### src/rtl/self_destruct_sequencer.sv
// Self-destruct controller: 2-of-3 danger vote, persistence-gated arming, 8-step LED
// countdown and sticky detonation, all advanced by a single-cycle tick enable.
module self_destruct_sequencer #(
    parameter int unsigned TICKS_PER_STEP = 100,
    parameter int unsigned ARM_TICKS      = 3,
    parameter int unsigned DMG_THRESH     = 50
) (
    input  logic       clk,
    input  logic       reset,
    input  logic       tick,
    input  logic       in_combat,
    input  logic       in_danger,
    input  logic       immobilized,
    input  logic [6:0] damage,
    output logic [7:0] leds,
    output logic [1:0] state,
    output logic       detonate
);

    localparam int unsigned STEP_W = (TICKS_PER_STEP > 1) ? $clog2(TICKS_PER_STEP) : 1;
    localparam int unsigned ARM_W  = (ARM_TICKS > 1) ? $clog2(ARM_TICKS) : 1;

    typedef enum logic [1:0] {
        S_IDLE      = 2'b00,
        S_ARMING    = 2'b01,
        S_COUNTDOWN = 2'b10,
        S_DETONATED = 2'b11
    } state_e;

    state_e              state_q, state_d;
    logic [7:0]          leds_q, leds_d;
    logic                detonate_q, detonate_d;
    logic [ARM_W-1:0]    arm_cnt_q, arm_cnt_d;
    logic [STEP_W-1:0]   step_cnt_q, step_cnt_d;
    logic                dmg_vote_c;
    logic                vote_c;

    assign dmg_vote_c = (damage > 7'(DMG_THRESH));
    assign vote_c     = (in_danger & dmg_vote_c) | (in_danger & immobilized) |
                        (dmg_vote_c & immobilized);

    always_ff @(posedge clk or posedge reset) begin
        if (reset) begin
            state_q    <= S_IDLE;
            leds_q     <= 8'h00;
            detonate_q <= 1'b0;
            arm_cnt_q  <= '0;
            step_cnt_q <= '0;
        end else begin
            state_q    <= state_d;
            leds_q     <= leds_d;
            detonate_q <= detonate_d;
            arm_cnt_q  <= arm_cnt_d;
            step_cnt_q <= step_cnt_d;
        end
    end

    // Next-state logic; nothing moves on cycles without a tick.
    always_comb begin
        state_d    = state_q;
        leds_d     = leds_q;
        detonate_d = detonate_q;
        arm_cnt_d  = arm_cnt_q;
        step_cnt_d = step_cnt_q;
        if (tick) begin
            unique case (state_q)
                S_IDLE: begin
                    leds_d = 8'h00;
                    if (in_combat && vote_c) begin
                        state_d   = S_ARMING;
                        arm_cnt_d = '0;
                    end
                end
                S_ARMING: begin
                    // Losing combat or the vote wins over arm completion.
                    if (!in_combat || !vote_c) begin
                        state_d   = S_IDLE;
                        arm_cnt_d = '0;
                    end else if (arm_cnt_q == ARM_W'(ARM_TICKS - 1)) begin
                        state_d    = S_COUNTDOWN;
                        leds_d     = 8'hFF;
                        step_cnt_d = '0;
                        arm_cnt_d  = '0;
                    end else begin
                        arm_cnt_d = arm_cnt_q + ARM_W'(1);
                    end
                end
                S_COUNTDOWN: begin
                    // Committed: only leaving combat aborts from here.
                    if (!in_combat) begin
                        state_d    = S_IDLE;
                        leds_d     = 8'h00;
                        arm_cnt_d  = '0;
                        step_cnt_d = '0;
                    end else if (step_cnt_q == STEP_W'(TICKS_PER_STEP - 1)) begin
                        step_cnt_d = '0;
                        if (leds_q == 8'h01) begin
                            state_d    = S_DETONATED;
                            leds_d     = 8'hFF;
                            detonate_d = 1'b1;
                        end else begin
                            leds_d = leds_q >> 1;
                        end
                    end else begin
                        step_cnt_d = step_cnt_q + STEP_W'(1);
                    end
                end
                S_DETONATED: begin
                    leds_d     = 8'hFF;
                    detonate_d = 1'b1;
                end
                default: state_d = S_IDLE;
            endcase
        end
    end

    assign leds     = leds_q;
    assign state    = state_q;
    assign detonate = detonate_q;

endmodule

### config.mk
export PLATFORM = sky130hd
export DESIGN_NAME = self_destruct_sequencer
export DESIGN_NICKNAME = d
export VERILOG_FILES = /design/src/rtl/self_destruct_sequencer.sv
export SDC_FILE = /design/constraint.sdc
export NUM_CORES = 1
export LEC_CHECK = 0
export BUFFER_PORTS_ARGS = -buffer_cell sky130_fd_sc_hd__buf_2
export CORE_MARGIN = 4
export CORE_UTILIZATION = 46
export CTS_BUF_LIST = sky130_fd_sc_hd__clkbuf_16
export DETAILED_ROUTE_END_ITERATION = 10
export PLACE_DENSITY = 0.68
export RECOVER_POWER = 100
export SYNTH_ARGS = -nofsm -noshare
export SYNTH_HDL_FRONTEND = slang
export SYNTH_SLANG_ARGS = --single-unit
export TNS_END_PERCENT = 1
### constraint.sdc
create_clock -name clk -period 1.99 [get_ports clk]
set_input_delay 0.2985 -clock clk [delete_from_list [all_inputs] [get_ports clk]]
set_output_delay 0.2985 -clock clk [all_outputs]
set_load 0.02 [all_outputs]
==> flow_metrics.env <==
export IMPL_status="finished clean"
export IMPL_path_type_of_the_worst_setup_path="reg2reg"
export IMPL_postRouteWirelength_um=2700
export IMPL_timing_max_cap_violations=0
export IMPL_clock_skew_final_ns=0.00278
export IMPL_overflow=0
export IMPL_area_delta_synth_final_pct=19.0
export IMPL_powerDensity_nw_per_um2=1340
export IMPL_synth_top_area_cell="dfrtp_1"
export IMPL_floorplan_core_area_um2=2520
export IMPL_met2_grt_util=0.287
export IMPL_top_usage_layer="met2"
export IMPL_netlist_area_leader_share=0.406
export IMPL_detail_route_drc_violations=0
export IMPL_die_width_um=59.8
export IMPL_routed_wire_length_per_instance_um=14.2
export IMPL_grt_usage=0.167
export IMPL_design_die_area_um2=3570
export IMPL_cts_clk_slew_worst_paths_ns=0.05
export IMPL_num_rows=18
export IMPL_effective_utilization_at_floorplan=0.489
export IMPL_instances_no_fill=190
export IMPL_antennaDiodeCount=0
export IMPL_met1_usage=0.205
export IMPL_synthesis_nets=151
export IMPL_portBuffers=23
export IMPL_synthesis_area_um2=1230
export IMPL_leakagePower_nw=0.637
export IMPL_critical_path_maximum_fanout=8
export IMPL_start_kind="flop"
export IMPL_tns_ns=0
export IMPL_final_min_period_over_clock_period=0.958
export IMPL_drt_vias_per_instance=5.64
export IMPL_final_layout_size_suffix_gt1_frac=0.213
export IMPL_io_pin_count=24
export IMPL_clock_tree_buffer_depth=2
export IMPL_initial_drt_markers=35
export IMPL_syn_inst=132
export IMPL_synth_seq_cells=20
export IMPL_worst_slew_pin_slew_ns=0.754
export IMPL_async_flop_share=1.00
export IMPL_nFillCells=232
export IMPL_final_hold_viol_count=0
export IMPL_synth_yosys_seq_area_share=0.406
export IMPL_cts_root_buffer_cell="clkbuf_16"
export IMPL_layout_nets=181
export IMPL_irDropWorstVdd_v=0.00118
export IMPL_critical_path_required_ns=2.12
export IMPL_hold_path_class="in2async"
export IMPL_ys_top_cells_by_area="dfrtp_1 41%, mux2_2 7.3%, o21ai_0 6.5%"
export IMPL_htreeDepth=1
export IMPL_yosysWarnings=0
export IMPL_cell_total_after_placement=187
export IMPL_cp_arrival_ns=2.03
export IMPL_clk_latency_ns=0.25
export IMPL_die_height_um=59.8
export IMPL_clock_tree_from_tritoncts="built"
export IMPL_number_of_global_route_vias_before_repair=1034
export IMPL_cts_setup_buffers=0
export IMPL_first_pass_grt_wire_length_um=4540
export IMPL_clkSinkCount=20
export IMPL_maxSlewViolCount=0
export IMPL_antenna_found_initial=0
export IMPL_drt_first_pass_iters=4
export IMPL_max_freq_ghz=0.524
export IMPL_slew_headroom=0.497
export IMPL_vias=1072
export IMPL_gp_routability_congestion=0.843
export IMPL_detail_route_antenna_nets=0
export IMPL_rsz0062_at_grt="no"
export IMPL_detailed_place_hpwl_um=2020
export IMPL_fin_crit_ns=1.91
export IMPL_avgSynthCellArea_um2=9.34
export IMPL_grt_start_max_net_pins=21
export IMPL_end_kind="flop"
export IMPL_postSynth_topFlopCell="dfrtp_1"
export IMPL_synth_common_cells="20 x dfrtp_1, 16 x o21ai_0, 13 x nand2_1"
export IMPL_numCtsBuffers=3
export IMPL_setup_violations=0
export IMPL_netlist_cell_type_count=37
export IMPL_grt_util_met3=0.0410
export IMPL_synth_edf_count=0
export IMPL_post_synth_top_count_cell="dfrtp_1"
[power by group]
| group | switching, mW | leakage (nW) | internal [mW] |
|---|---|---|---|
| combinational | 0.548 | 0.343 | 0.362 |
| clock | 0.133 | 0.0370 | 0.264 |
| sequential | 0.119 | 0.257 | 0.542 |
[final timing paths]
path,from,endpoint,slack [ns],cells past startpoint
min reg2reg,detonate,detonate,0.47,1
max in group asynchronous,reset,step_cnt_q[3],1.29,2
min,reset,step_cnt_q[2],0.18,2
min in group clk,tick,detonate,0.35,2
max,step_cnt_q[3],leds[1],0.08,5
max reg2reg,step_cnt_q[3],leds[1],0.08,5
[cell families after synthesis]
kind of cell    count (synthesis)  synth area share
compound gates                 44             0.241
fa+ha+maj                       6            0.0609
buf+inv                        10            0.0315
flops                          20             0.406
mux                             8            0.0731
simple gates                   44             0.188
[per-stage QoR]
stage               hold slack (ns)  utilization  cell area (µm²)  power (mW)  setup slack (ns)
CTS                           0.209        0.589             1490        2.02            0.0133
global route                  0.248        0.581             1470        2.13           0.00134
detailed placement            0.452        0.559             1410        1.61            0.0495
finish                        0.177        0.581             1470        1.97            0.0833
global placement              0.445        0.559             1410        1.58             0.121
floorplan                     0.262            -             1230        1.33            0.0590
[per-layer routing]
metal,share of wire,up-vias
met5,0,-
met4,0.0063,0
met3,0.036,2
met1,0.45,514
li1,-,539
met2,0.50,17
[state kept, by name, summed over array words and instances (netlist names)]
register,cells
arm_cnt_q,2
state,2
detonate,1
step_cnt_q,7
leds,8
[placed cells by master, fill, tap and decap left out, drive strengths merged, types with 2 or more instances in the layout]
master,n
dfrtp,20
o21ai,17
clkbuf,17
buf,14
nand2,13
a21oi,11
nand3,10
mux2,8
inv,7
ha,6
nor2,5
o31ai,5
nand2b,3
and3,2
a211oi,2
and2b,2
a21o,2
or2,2
[critical path: stages, from the launching register on]
cell and delay [ns]:
dfrtp_2 0.44, or2_4 0.28, o31ai_4 0.29, nand2_1 0.14, a21oi_4 0.26, mux2_2 0.38
[layout make-up]
cell class,instances,area [µm²],share of cell area
multi-input combinational,102,698,0.476
sequential,20,502,0.342
timing repair buffer,28,128,0.0870
clock buffer,3,75.1,0.0512
tap,30,37.5,0.0256
inverter,7,26.3,0.0179
[what timing repair did]
item                                    in CTS  in global routing
gates resized for setup                      0                  3
endpoints found under the setup margin       0                  8
hold buffers                                 0                  0
hold endpoints to repair                     0                  0
Note: power is estimated with default switching activity, not from simulation.
